--- config.mk ---
export PLATFORM = sky130hd
export DESIGN_NAME = fetch_ctrl
export DESIGN_NICKNAME = d
export VERILOG_FILES = /design/src/rtl/fetch_ctrl.sv
export SDC_FILE = /design/constraint.sdc
export NUM_CORES = 1
export LEC_CHECK = 0
export BUFFER_PORTS_ARGS = -buffer_cell sky130_fd_sc_hd__buf_2
export CORE_UTILIZATION = 53
export DETAILED_ROUTE_END_ITERATION = 6
export PLACE_DENSITY = 0.82
export SYNTH_ARGS = -nofsm -noshare
export SYNTH_HDL_FRONTEND = slang
export SYNTH_SLANG_ARGS = --single-unit
--- constraint.sdc ---
create_clock -name clock -period 4.35 [get_ports clock]
set_clock_uncertainty 0.2 [all_clocks]
set_input_delay 1.305 -clock clock [delete_from_list [all_inputs] [get_ports clock]]
set_output_delay 1.305 -clock clock [all_outputs]
set_load 0.05 [all_outputs]
--- src/rtl/fetch_ctrl.sv ---
// Instruction-fetch controller: owns the PC, fills a one-entry IR from an asynchronous ROM and
// hands it to decode over valid/ready, applying branch/jump/jr redirects with one bubble.
module fetch_ctrl #(
  parameter int unsigned             address_data = 32,
  parameter int unsigned             memory_size  = 256,
  parameter logic [address_data-1:0] reset_pc     = '0
) (
  input  logic                    clock,
  input  logic                    reset_n,
  input  logic                    start,
  output logic [address_data-1:0] i_addr,
  input  logic [address_data-1:0] i_data,
  output logic [address_data-1:0] instr,
  output logic [address_data-1:0] instr_pc,
  output logic                    instr_valid,
  input  logic                    instr_ready,
  input  logic                    branch_taken,
  input  logic [address_data-1:0] branch_offset,
  input  logic                    jump,
  input  logic [25:0]             jump_target,
  input  logic                    jr,
  input  logic [address_data-1:0] jr_addr,
  output logic                    halted,
  output logic                    fault,
  output logic [31:0]             fetch_count
);

  localparam int unsigned AW = address_data;
  localparam logic [AW-1:0] MemWords = AW'(memory_size);
  localparam logic [AW-1:0] WordBytes = AW'(4);

  typedef enum logic [2:0] {StIdle, StRun, StDrain, StHalt, StFault} state_e;

  state_e        state_q, state_d;
  logic [AW-1:0] pc_q, pc_d;
  logic [AW-1:0] ir_q, ir_d;
  logic [AW-1:0] ir_pc_q, ir_pc_d;
  logic          valid_q, valid_d;
  logic          halted_q, halted_d;
  logic          fault_q, fault_d;
  logic [31:0]   count_q, count_d;

  logic          accept;
  logic          ir_free;
  logic          pc_in_range;
  logic          redirect;
  logic          misaligned;
  logic [AW-1:0] seq_pc;
  logic [AW-1:0] branch_tgt;
  logic [AW-1:0] jump_tgt;
  logic [AW-1:0] redir_tgt;

  // Redirect targets are relative to the instruction being accepted, not to the fetch PC.
  always_comb begin
    accept      = valid_q & instr_ready;
    ir_free     = ~valid_q | accept;
    pc_in_range = {2'b00, pc_q[AW-1:2]} < MemWords;
    redirect    = accept & (jr | jump | branch_taken);
    seq_pc      = ir_pc_q + WordBytes;
    branch_tgt  = seq_pc + (branch_offset << 2);
    jump_tgt    = {seq_pc[AW-1:28], jump_target, 2'b00};
    if (jr) begin
      redir_tgt = jr_addr;
    end else if (jump) begin
      redir_tgt = jump_tgt;
    end else begin
      redir_tgt = branch_tgt;
    end
    misaligned = |redir_tgt[1:0];
  end

  always_comb begin
    state_d  = state_q;
    pc_d     = pc_q;
    ir_d     = ir_q;
    ir_pc_d  = ir_pc_q;
    valid_d  = valid_q;
    halted_d = halted_q;
    fault_d  = fault_q;
    count_d  = accept ? count_q + 32'd1 : count_q;

    case (state_q)
      StIdle: begin
        if (start) begin
          state_d = StRun;
          pc_d    = reset_pc;
        end
      end

      StRun, StDrain: begin
        if (redirect) begin
          valid_d = 1'b0;
          if (misaligned) begin
            // PC is left pointing at the fetch that was in flight.
            state_d = StFault;
            fault_d = 1'b1;
            ir_d    = '0;
            ir_pc_d = '0;
          end else begin
            state_d = StRun;
            pc_d    = redir_tgt;
          end
        end else if ((state_q == StRun) && pc_in_range) begin
          if (ir_free) begin
            ir_d    = i_data;
            ir_pc_d = pc_q;
            valid_d = 1'b1;
            pc_d    = pc_q + WordBytes;
          end
        end else begin
          if (accept) begin
            valid_d = 1'b0;
          end
          if (state_q == StRun) begin
            state_d = StDrain;
          end else if (!valid_q) begin
            state_d  = StHalt;
            halted_d = 1'b1;
          end
        end
      end

      StHalt, StFault: begin
        state_d = state_q;
      end

      default: begin
        state_d = StIdle;
      end
    endcase
  end

  always_ff @(posedge clock or negedge reset_n) begin
    if (!reset_n) begin
      state_q  <= StIdle;
      pc_q     <= reset_pc;
      ir_q     <= '0;
      ir_pc_q  <= '0;
      valid_q  <= 1'b0;
      halted_q <= 1'b0;
      fault_q  <= 1'b0;
      count_q  <= '0;
    end else begin
      state_q  <= state_d;
      pc_q     <= pc_d;
      ir_q     <= ir_d;
      ir_pc_q  <= ir_pc_d;
      valid_q  <= valid_d;
      halted_q <= halted_d;
      fault_q  <= fault_d;
      count_q  <= count_d;
    end
  end

  assign i_addr      = pc_q;
  assign instr       = ir_q;
  assign instr_pc    = ir_pc_q;
  assign instr_valid = valid_q;
  assign halted      = halted_q;
  assign fault       = fault_q;
  assign fetch_count = count_q;

endmodule
==> impl_metrics.sql, run 1 <==
INSERT INTO impl_metrics (metric_group, metric, value, unit) VALUES
('run_status', 'outcome', 'completed', ''),
('cells_and_area', 'final-seq-area', '3350', 'µm²'),
('sta', 'setup_total_negative_slack', '0', 'ps'),
('sta', 'finalHoldViolCount', '0', ''),
('yosys', 'synthFlopType', 'sky130_fd_sc_hd__dfrtp_1', ''),
('drt', 'drt_drc_violations_left', '0', ''),
('pwr', 'power.density', '619', 'nW/µm²'),
('job', 'cap_violations', '0', ''),
('sta', 'report.final.setup_viol', '0', ''),
('yosys', 'sequential_element_share_of_the_synthesized_area', '39.6', '%'),
('pwr', 'p_leak', '5.47', 'nW'),
('drt', 'routed_via_density', '5.75', ''),
('yosys', 'syn_nets', '1148', ''),
('die', 'io-pin-count', '260', ''),
('worst_setup_path', 'critPathMaxFanout', '8', ''),
('worst_setup_path', 'path_cells', 'nand4_1 -> nor2_1 -> nand2_1 -> or4_1 -> xnor2_1 -> ha_1 -> and3_1 -> nand3_1 -> or3_1 -> o21ai_0 -> o22ai_1 -> xor2_1 -> o21ai_0', ''),
('drt', 'detailroute.via_count', '8321', ''),
('drt', 'dr.pass1.iters', '5', ''),
('placement', 'place.detailed.hpwl', '18800', 'µm'),
('die', 'fp-row-count', '45', ''),
('global_routing', 'globalRouteTotalUtil', '30.8', '%'),
('sta', 'fmaxAchievable', '246', 'MHz'),
('worst_setup_path', 'worst-endpoint-required', '4450', 'ps'),
('cells_and_area', 'non_filler_instance_count_after_layout', '1448', ''),
('global_routing', 'first_global_vias', '7609', ''),
('cells_and_area', 'synthToLayoutAreaGrowth', '25.3', '%'),
('sta', 'setup_repair_after_global_routing_missed_its_margin', 'false', ''),
('die', 'floorplan.initialDensity', '54.9', '%'),
('placement', 'buffer_ports.inserted', '257', ''),
('sta', 'relSlewSlack', '59.3', '%'),
('die', 'die_w', '128', 'µm'),
('yosys', 'cell_type_with_the_highest_aggregate_area_in_the_netlist', 'sky130_fd_sc_hd__dfrtp_1', ''),
('yosys', 'ys.warnings.count', '0', ''),
('clock_tree', 'cts_tree', 'yes', ''),
('yosys', 'synth.distinct_cells', '66', ''),
('die', 'chipHeight', '128', 'µm'),
('yosys', 'post_synth_instance_area', '8480', 'µm²'),
('worst_setup_path', 'slowest_delay', '530', 'ps'),
('sta', 'worst-slew-pin-transition', '611', 'ps'),
('cells_and_area', 'final.fill_count', '1254', ''),
('worst_setup_path', 'slowest_stage', 'sky130_fd_sc_hd__dfrtp_1', ''),
('worst_setup_path', 'start_to_end_type_of_the_worst_setup_path', 'reg -> reg', ''),
('clock_tree', 'cts-resized-gates', '0', ''),
('yosys', 'synth.area.top_cells', 'sky130_fd_sc_hd__dfrtp_1, sky130_fd_sc_hd__nand2_1, sky130_fd_sc_hd__xnor2_1', ''),
('cells_and_area', 'final_net_count', '1390', ''),
('yosys', 'ys_async_sr_fraction', '100', '%'),
('cells_and_area', 'area_taken_by_multi_input_logic_gates', '4850', 'µm²'),
('worst_setup_path', 'critical_path.startpoint_type', 'flip-flop', ''),
('sta', 'timing_max_transition_violations_final', '0', ''),
('pwr', 'peakVddDrop', '0.000424', 'V'),
('sta', 'period_needed', '4060', 'ps'),
('worst_setup_path', 'critical_path_arrival', '4160', 'ps'),
('die', 'core-area', '15400', 'µm²'),
('clock_tree', 'clock_latency', '430', 'ps'),
('yosys', 'synthesis.area_per_instance', '8.64', 'µm²'),
('worst_hold_path', 'worstHoldPathCells', '1', ''),
('drt', 'routed_wire_length_per_instance', '17.3', 'µm'),
('clock_tree', 'clock_tree.root_cell', 'sky130_fd_sc_hd__clkbuf_16', ''),
('worst_hold_path', 'worstHoldPathType', 'reg -> reg', ''),
('clock_tree', 'number_of_buffers_added_by_the_clock_tree_synthesis_step', '17', ''),
('worst_setup_path', 'path_common_cell', 'sky130_fd_sc_hd__o21ai_0', ''),
('clock_tree', 'cts.sinks', '134', ''),
('cells_and_area', 'layout-drive-gt1-share', '26.2', '%'),
('placement', 'placed_cells', '1415', ''),
('worst_setup_path', 'r2r.worst_path.cells', '13', ''),
('clock_tree', 'cts_setup_buffers', '0', ''),
('yosys', 'synth-edff-count', '0', ''),
('global_routing', 'initial_antenna_violation_count', '2', ''),
('global_routing', 'largest_net_degree_at_the_start_of_global_routing', '104', ''),
('yosys', 'synth_top_area_share', '39.6', '%'),
('clock_tree', 'clock_tree.htree_level_count', '4', '');
==> flip-flops by register name (all words and copies together), names as in the netlist <==
signal,cells
instr_valid,1
halted,1
state_q,3
instr_pc,32
i_addr,32
fault,1
instr,32
fetch_count,32
==> Yosys cell counts (all sizes together) (3+ instances only) <==
master,n
o22a,4
o31ai,5
o21a,8
or2,3
inv,19
a221oi,4
a21oi,44
dfrtp,134
a22o,5
buf,6
nor3b,5
nand3,44
and2,26
o311a,3
nand4,16
ha,37
clkbuf,47
o21ai,97
nor3,11
nand2b,7
nor2b,12
xor2,24
mux2i,3
o21bai,4
a2111oi,3
and3,21
xnor2,57
a221o,4
nand3b,3
a211oi,6
and4,4
o221ai,9
or3,7
o22ai,6
a21o,18
a32o,3
nand2,165
nor4,6
a41oi,3
a31oi,10
a22oi,7
o211ai,7
nor2,54
mux2,3
==> final timing paths <==
| kind | slack (ps) | from | end |
|---|---|---|---|
| max | 290 | instr_pc[4] | i_addr[27] |
| min | 250 | halted | halted |
| max reg2reg | 290 | instr_pc[4] | i_addr[27] |
| min reg2reg | 250 | halted | halted |
| max in group asynchronous | 2470 | reset_n | instr_pc[19] |
| min in group asynchronous | 660 | reset_n | i_addr[26] |
==> metal layers <==
layer  wire, µm  global-route usage (%)  vias to the layer above
met2      11800                    49.3                      341
met4        496                    11.1                        0
met1      11000                    41.6                     3953
li1           -                       -                     3989
met3       1720                    5.82                       38
met5          0                       0                        -
==> area by class of cell <==
type                       count  share of cell area [%]
timing repair buffer         276                    13.7
clock inverter                14                    1.77
tap                          211                    2.49
inverter                      19                   0.671
clock buffer                  17                    4.01
antenna                        2                  0.0471
multi-input combinational    775                    45.7
sequential                   134                    31.6
==> report_power, final <==
part	total (mW)	switching, mW	leakage [nW]	internal (mW)
combinational	3.15	2.26	3.38	0.891
sequential	1.91	0.338	1.80	1.57
clock	1.52	0.599	0.292	0.916
total	6.57	3.20	5.47	3.38
==> logic make-up after synthesis <==
logic type	after synthesis	synth area share, %
compound gates	264	20.5
mux	6	0.753
buf+inv	72	3.44
flops	134	39.6
simple gates	386	21.7
xor+xnor	81	8.37
fa+ha+maj	38	5.70
==> critical path, delay by kind of cell, from the launching register on <==
| family | cells | cell delay, ps |
|---|---|---|
| compound gates | 3 | 710 |
| flops | 1 | 530 |
| simple gates | 7 | 1680 |
| fa+ha+maj | 1 | 430 |
| xor+xnor | 2 | 390 |
==> per-stage QoR <==
step / setup WS [ps] / area [µm²] / total power, mW / hold WS (ps) / utilization [%]
3_5_place_dp: 144 / 10000 / 5.05 / 240 / 64.8
5_1_grt: 61.9 / 10600 / 6.92 / 264 / 68.8
3_3_place_gp: 184 / 10000 / 4.99 / 239 / 64.8
4_1_cts: 305 / 10600 / 6.58 / 256 / 68.8
2_1_floorplan: 378 / 8480 / 4.15 / 398 / -
6_report: 291 / 10600 / 6.57 / 254 / 68.8
==> cells in the final DEF (no fill, tap or decap), types with 18 or more instances in the layout <==
cell type,Yosys,final
sky130_fd_sc_hd__ha_1,37,37
sky130_fd_sc_hd__a21oi_1,44,44
sky130_fd_sc_hd__dfrtp_1,134,134
sky130_fd_sc_hd__o21ai_0,96,96
sky130_fd_sc_hd__nand2_1,165,165
sky130_fd_sc_hd__xnor2_1,57,57
sky130_fd_sc_hd__buf_2,2,256
sky130_fd_sc_hd__and3_1,21,21
sky130_fd_sc_hd__xor2_1,24,24
sky130_fd_sc_hd__inv_1,19,19
sky130_fd_sc_hd__nor2_1,53,53
sky130_fd_sc_hd__and2_1,26,26
sky130_fd_sc_hd__a21o_1,18,18
sky130_fd_sc_hd__nand3_1,44,43
No activity file was read; power rests on OpenSTA's default activity.
==> run 2, diff against run 1 <==
- PLACE_DENSITY: 0.82 -> 0.79
==> impl_metrics.sql, run 2 (synthesized netlist as in run 1, its figures left out) <==
INSERT INTO impl_metrics (metric_group, metric, value, unit) VALUES
('clock_tree', 'clock_transition_at_the_registers_of_the_reported_paths', '70', 'ps'),
('die', 'floorplan.initialDensity', '54.9', '%'),
('cells_and_area', 'non_filler_instance_count_after_layout', '1453', ''),
('cells_and_area', 'most-common-layout-cells', 'sky130_fd_sc_hd__buf_2, sky130_fd_sc_hd__nand2_1, sky130_fd_sc_hd__dfrtp_1', ''),
('sta', 'timing_max_transition_violations_final', '0', ''),
('clock_tree', 'cts.sinks', '134', ''),
('pwr', 'peakVddDrop', '0.000428', 'V'),
('die', 'chipHeight', '128', 'µm'),
('drt', 'dr.pass1.iters', '5', ''),
('placement', 'postPlaceCellArea', '10000', 'µm²'),
('global_routing', 'largest_net_degree_at_the_start_of_global_routing', '104', ''),
('drt', 'drt_drc_violations_left', '0', ''),
('worst_hold_path', 'worstHoldPathType', 'reg -> reg', ''),
('placement', 'buffer_ports.inserted', '257', ''),
('sta', 'setup_total_negative_slack', '0', 'ps'),
('worst_setup_path', 'critPathMaxFanout', '8', ''),
('drt', 'routed_wire_length_per_instance', '17.4', 'µm'),
('drt', 'initialDrtViolationCount', '621', ''),
('clock_tree', 'cts_tree', 'yes', ''),
('worst_setup_path', 'timing.rr.start', 'instr_pc[12]', ''),
('drt', 'routed_antenna_nets', '0', ''),
('drt', 'detailroute.via_count', '8348', ''),
('cells_and_area', 'layout-drive-gt1-share', '26.5', '%'),
('drt', 'totalWireLength', '25200', 'µm'),
('global_routing', 'initial_antenna_violation_count', '2', ''),
('die', 'fp-row-count', '45', ''),
('placement', 'placed_cells', '1420', ''),
('clock_tree', 'clock_tree.root_cell', 'sky130_fd_sc_hd__clkbuf_16', ''),
('cells_and_area', 'postLayoutCellArea', '10600', 'µm²'),
('placement', 'place.detailed.hpwl', '19000', 'µm'),
('worst_setup_path', 'start_to_end_type_of_the_worst_setup_path', 'reg -> reg', ''),
('run_status', 'outcome', 'completed', ''),
('cells_and_area', 'final_net_count', '1395', ''),
('worst_setup_path', 'worst-endpoint-required', '4500', 'ps'),
('pwr', 'power.density', '609', 'nW/µm²'),
('worst_hold_path', 'hold_start', 'fetch_count[31]', ''),
('worst_setup_path', 'critical_path.startpoint_type', 'flip-flop', ''),
('sta', 'period_share', '90.5', '%'),
('global_routing', 'globalRouteTotalUtil', '31.1', '%'),
('clock_tree', 'clock_tree.htree_level_count', '4', ''),
('worst_setup_path', 'critical_path_arrival', '4090', 'ps'),
('global_routing', 'globalRouteMet3Util', '6.65', '%'),
('global_routing', 'met1_usage', '42.9', '%'),
('worst_setup_path', 'critical_path.endpoint_type', 'flip-flop', ''),
('placement', 'gp_congestion', '0.902', ''),
('worst_hold_path', 'worstHoldPathCells', '1', ''),
('clock_tree', 'cts_setup_buffers', '0', ''),
('die', 'die_w', '128', 'µm'),
('worst_setup_path', 'r2r.worst_path.cells', '12', ''),
('sta', 'period_needed', '3940', 'ps'),
('clock_tree', 'clock_latency', '430', 'ps'),
('cells_and_area', 'synthToLayoutAreaGrowth', '25.2', '%'),
('sta', 'setup_repair_after_global_routing_missed_its_margin', 'false', ''),
('global_routing', 'first_global_vias', '7716', ''),
('worst_setup_path', 'reg2reg_to', 'i_addr[31]', ''),
('global_routing', 'grt_use_met2', '48.0', '%'),
('global_routing', 'globalRoute.totalOverflow', '0', ''),
('clock_tree', 'cts.path.max_buffers', '2', ''),
('die', 'floorplan.die_area', '16500', 'µm²'),
('global_routing', 'grt-busiest-layer', 'met2', ''),
('job', 'cap_violations', '0', ''),
('die', 'core-area', '15400', 'µm²'),
('cells_and_area', 'final.fill_count', '1300', ''),
('sta', 'finalHoldViolCount', '0', ''),
('cells_and_area', 'layout.cells.most_common', 'sky130_fd_sc_hd__buf_2', ''),
('die', 'io-pin-count', '260', ''),
('clock_tree', 'number_of_buffers_added_by_the_clock_tree_synthesis_step', '17', ''),
('pwr', 'p_leak', '5.48', 'nW'),
('drt', 'routed_via_density', '5.75', ''),
('sta', 'relSlewSlack', '28.7', '%'),
('sta', 'worst-slew-pin-transition', '1060', 'ps'),
('worst_setup_path', 'crit_path_start', 'instr_pc[12]', ''),
('worst_hold_path', 'worstHoldEndpoint', 'fetch_count[31]', ''),
('worst_setup_path', 'worst_case_register_to_register_setup_slack', '410', 'ps'),
('sta', 'fmaxAchievable', '254', 'MHz'),
('sta', 'report.final.setup_viol', '0', ''),
('global_routing', 'grt_first_pass_wirelength', '39600', 'µm');
[run 2: final cells by class]
class	count	area (µm²)	share of cell area [%]
multi-input cells	775	4860	45.8
flip-flops and latches	134	3350	31.6
repair buffers	281	1490	14.0
clock buffers	18	439	4.14
well taps	211	264	2.49
clock inverters	14	135	1.27
inverters	19	71.3	0.672
diodes	1	2.50	0.0236
[run 2: how the worst max path moves through the flow]
stage	slack, ps	to	depth (start not counted)
final	410	i_addr[31]	12
after global placement	220	i_addr[17]	10
after floorplan	380	i_addr[31]	13
after global routing	90	i_addr[24]	13
after detailed placement	180	i_addr[17]	10
after CTS	270	i_addr[31]	12
[run 2: worst max-delay path, stage by stage (launching register included)]
cell and delay (ps):
sky130_fd_sc_hd__dfrtp_1 470, sky130_fd_sc_hd__nand4_1 180, sky130_fd_sc_hd__or2_2 350, sky130_fd_sc_hd__or4_1 530, sky130_fd_sc_hd__xnor2_1 160, sky130_fd_sc_hd__ha_1 420, sky130_fd_sc_hd__and3_1 260, sky130_fd_sc_hd__nand3_1 110
sky130_fd_sc_hd__or3_1 320, sky130_fd_sc_hd__o21ai_1 330, sky130_fd_sc_hd__nor3b_1 220, sky130_fd_sc_hd__o21ai_0 120, sky130_fd_sc_hd__a31oi_1 170
[run 2: per-layer routing]
layer | wire, µm | vias up | share of wire [%]
met5 | 13 | - | 0.051
met4 | 606 | 2 | 2.4
met3 | 1900 | 41 | 7.5
met2 | 11500 | 326 | 46
met1 | 11200 | 3970 | 44
li1 | - | 4009 | -
[run 2: timing repair]
item	CTS	global route
hold buffers	0	0
gates resized for setup	0	2
endpoints found under the setup margin	0	3
[run 2: power breakdown]
part | total, mW | internal [mW] | leakage [nW] | switching [mW]
clock | 1.40 | 0.771 | 0.277 | 0.626
sequential | 1.90 | 1.57 | 1.80 | 0.329
combinational | 3.17 | 0.886 | 3.40 | 2.28
[run 2: stage by stage]
stage	total power [mW]	setup slack, ps	hold slack (ps)	util, %
after global placement	4.99	216	239	65.0
after floorplan	4.15	378	398	-
final	6.46	413	264	68.8
after CTS	6.46	274	265	68.7
after global routing	6.82	88.0	270	68.8
after detailed placement	5.06	176	246	65.0
==> run 3, diff against run 2 <==
- CORE_MARGIN: default -> 2
- clock period: 4.35 -> 3.89 ns (I/O delays scaled with it)
==> impl_metrics.sql, run 3 (synthesized netlist as in run 1, its figures left out) <==
INSERT INTO impl_metrics (metric_group, metric, value, unit) VALUES
('cells_and_area', 'most-common-layout-cells', 'sky130_fd_sc_hd__buf_2, sky130_fd_sc_hd__nand2_1, sky130_fd_sc_hd__dfrtp_1', ''),
('job', 'cap_violations', '0', ''),
('sta', 'fin_hold_ws', '263', 'ps'),
('drt', 'drt_drc_violations_left', '0', ''),
('placement', 'buffer_ports.inserted', '257', ''),
('worst_setup_path', 'critical_path.endpoint_type', 'flip-flop', ''),
('global_routing', 'initial_antenna_violation_count', '0', ''),
('clock_tree', 'cts.path.max_buffers', '2', ''),
('cells_and_area', 'final_net_count', '1425', ''),
('worst_hold_path', 'worstHoldEndpoint', 'halted', ''),
('die', 'floorplan.die_area', '17000', 'µm²'),
('worst_setup_path', 'reg2reg_to', 'i_addr[31]', ''),
('die', 'core-area', '15800', 'µm²'),
('drt', 'routed_wire_length_per_instance', '17.6', 'µm'),
('die', 'fp-row-count', '46', ''),
('placement', 'gp_congestion', '0.901', ''),
('cells_and_area', 'layout-drive-gt1-share', '30.7', '%'),
('placement', 'placed_cells', '1445', ''),
('worst_setup_path', 'timing.rr.start', 'instr_pc[6]', ''),
('worst_setup_path', 'critPathMaxFanout', '9', ''),
('sta', 'postLayoutSetupSlackWorst', '184', 'ps'),
('global_routing', 'globalRoute.totalOverflow', '0', ''),
('worst_setup_path', 'r2r.worst_path.cells', '16', ''),
('drt', 'detailroute.via_count', '8611', ''),
('sta', 'setup_repair_after_global_routing_missed_its_margin', 'true', ''),
('cells_and_area', 'post-route-util', '70.0', '%'),
('cells_and_area', 'layout.cells.most_common', 'sky130_fd_sc_hd__buf_2', ''),
('placement', 'place.detailed.hpwl', '19500', 'µm'),
('sta', 'timing_max_transition_violations_final', '0', ''),
('die', 'io-pin-count', '260', ''),
('die', 'die_w', '130', 'µm'),
('placement', 'preCtsSetupSlack', '-126', 'ps'),
('clock_tree', 'cts.sinks', '134', ''),
('drt', 'initialDrtViolationCount', '709', ''),
('worst_hold_path', 'worstHoldPathType', 'reg -> reg', ''),
('cells_and_area', 'postLayoutCellArea', '11000', 'µm²'),
('sta', 'worst-slew-pin-transition', '761', 'ps'),
('drt', 'routed_via_density', '5.79', ''),
('pwr', 'p_leak', '5.68', 'nW'),
('global_routing', 'largest_net_degree_at_the_start_of_global_routing', '96', ''),
('clock_tree', 'clock_tree.htree_level_count', '4', ''),
('worst_hold_path', 'worstHoldPathCells', '1', ''),
('clock_tree', 'clock_transition_at_the_registers_of_the_reported_paths', '60', 'ps'),
('clock_tree', 'clock_latency', '430', 'ps'),
('worst_hold_path', 'hold_start', 'halted', ''),
('cells_and_area', 'antenna_cells_inserted', '0', ''),
('worst_setup_path', 'critical_path.startpoint_type', 'flip-flop', ''),
('run_status', 'outcome', 'completed', ''),
('sta', 'period_share', '95.3', '%'),
('global_routing', 'first_global_vias', '7816', ''),
('sta', 'report.final.setup_viol', '0', ''),
('sta', 'relSlewSlack', '48.7', '%'),
('die', 'floorplan.initialDensity', '53.8', '%'),
('sta', 'finalHoldViolCount', '0', ''),
('clock_tree', 'cts_tree', 'yes', ''),
('clock_tree', 'number_of_buffers_added_by_the_clock_tree_synthesis_step', '17', ''),
('drt', 'routed_antenna_nets', '0', ''),
('sta', 'period_needed', '3710', 'ps'),
('drt', 'dr.pass1.iters', '5', ''),
('cells_and_area', 'synthToLayoutAreaGrowth', '30.2', '%'),
('cells_and_area', 'non_filler_instance_count_after_layout', '1487', ''),
('sta', 'fmaxAchievable', '270', 'MHz'),
('worst_setup_path', 'critical_path_arrival', '3800', 'ps'),
('global_routing', 'globalRouteTotalUtil', '30.0', '%'),
('global_routing', 'grt_first_pass_wirelength', '39900', 'µm'),
('pwr', 'power.density', '685', 'nW/µm²'),
('worst_setup_path', 'worst_case_register_to_register_setup_slack', '180', 'ps'),
('clock_tree', 'clock_tree.root_cell', 'sky130_fd_sc_hd__clkbuf_16', ''),
('placement', 'postPlaceCellArea', '10200', 'µm²'),
('pwr', 'peakVddDrop', '0.000513', 'V'),
('worst_setup_path', 'start_to_end_type_of_the_worst_setup_path', 'reg -> reg', ''),
('sta', 'setup_total_negative_slack', '0', 'ps'),
('pwr', 'fin_total_pwr', '7.56', 'mW'),
('die', 'chipHeight', '130', 'µm'),
('worst_setup_path', 'worst-endpoint-required', '3980', 'ps'),
('drt', 'totalWireLength', '26200', 'µm');
run 3: cell types whose count changed in the layout (fill, tap and decap cells not counted), sizes merged:
cell and change:
buf +30, bufinv +4, clkinv -3, diode -1, inv -1
run 3: worst max-delay path by stage:
stage | start | to | slack, ps | depth (start not counted)
after floorplan | instr_pc[14] | i_addr[31] | -0.4 | 12
after global placement | branch_offset[1] | i_addr[17] | -110 | 10
after detailed placement | branch_offset[1] | i_addr[17] | -130 | 10
after CTS | instr_pc[3] | i_addr[24] | 40 | 13
after global routing | instr_pc[3] | i_addr[24] | 10 | 13
final | instr_pc[6] | i_addr[31] | 180 | 16
run 3: critical path: stages, from the launching register on:
cell                      delay [ps]
sky130_fd_sc_hd__dfrtp_2         390
sky130_fd_sc_hd__nand4_1         180
sky130_fd_sc_hd__nor2_2          190
sky130_fd_sc_hd__buf_4           170
sky130_fd_sc_hd__nand2_1         120
sky130_fd_sc_hd__nor2_1          180
sky130_fd_sc_hd__xnor2_1         150
sky130_fd_sc_hd__ha_2            350
sky130_fd_sc_hd__a21oi_1         160
sky130_fd_sc_hd__o21ai_0         140
sky130_fd_sc_hd__o41ai_2         380
sky130_fd_sc_hd__o22a_1          200
sky130_fd_sc_hd__o21ai_0          80
sky130_fd_sc_hd__buf_4           170
sky130_fd_sc_hd__and3_1          170
sky130_fd_sc_hd__o31ai_2         240
sky130_fd_sc_hd__a31oi_1         110
run 3: routing by layer:
metal  vias up  part of all wire [%]  GRT usage [%]
met2       433                    47           47.9
met1      4078                    43           41.5
li1       4065                     -              -
met5         -                     0              0
met3        35                   8.9           6.47
met4         0                   1.6           8.45
run 3: layout make-up:
cell class	count	area, µm²
multi-input cells	775	4960
fillers	1278	4730
flip-flops and latches	134	3370
repair buffers	311	1720
clock buffers	18	439
well taps	216	270
clock inverters	14	210
inverters	19	71.3
run 3: where the power goes:
part	switching, mW	total, mW	leakage [nW]	internal [mW]
Combinational	2.60	3.66	3.59	1.07
Clock	0.693	1.80	0.312	1.11
Sequential	0.337	2.10	1.78	1.76
Total	3.63	7.56	5.68	3.94
run 3: timing repair:
action,in CTS,in global routing
hold buffers,0,0
buffers inserted,0,10
endpoints found under the setup margin,0,10
resized for setup,0,26
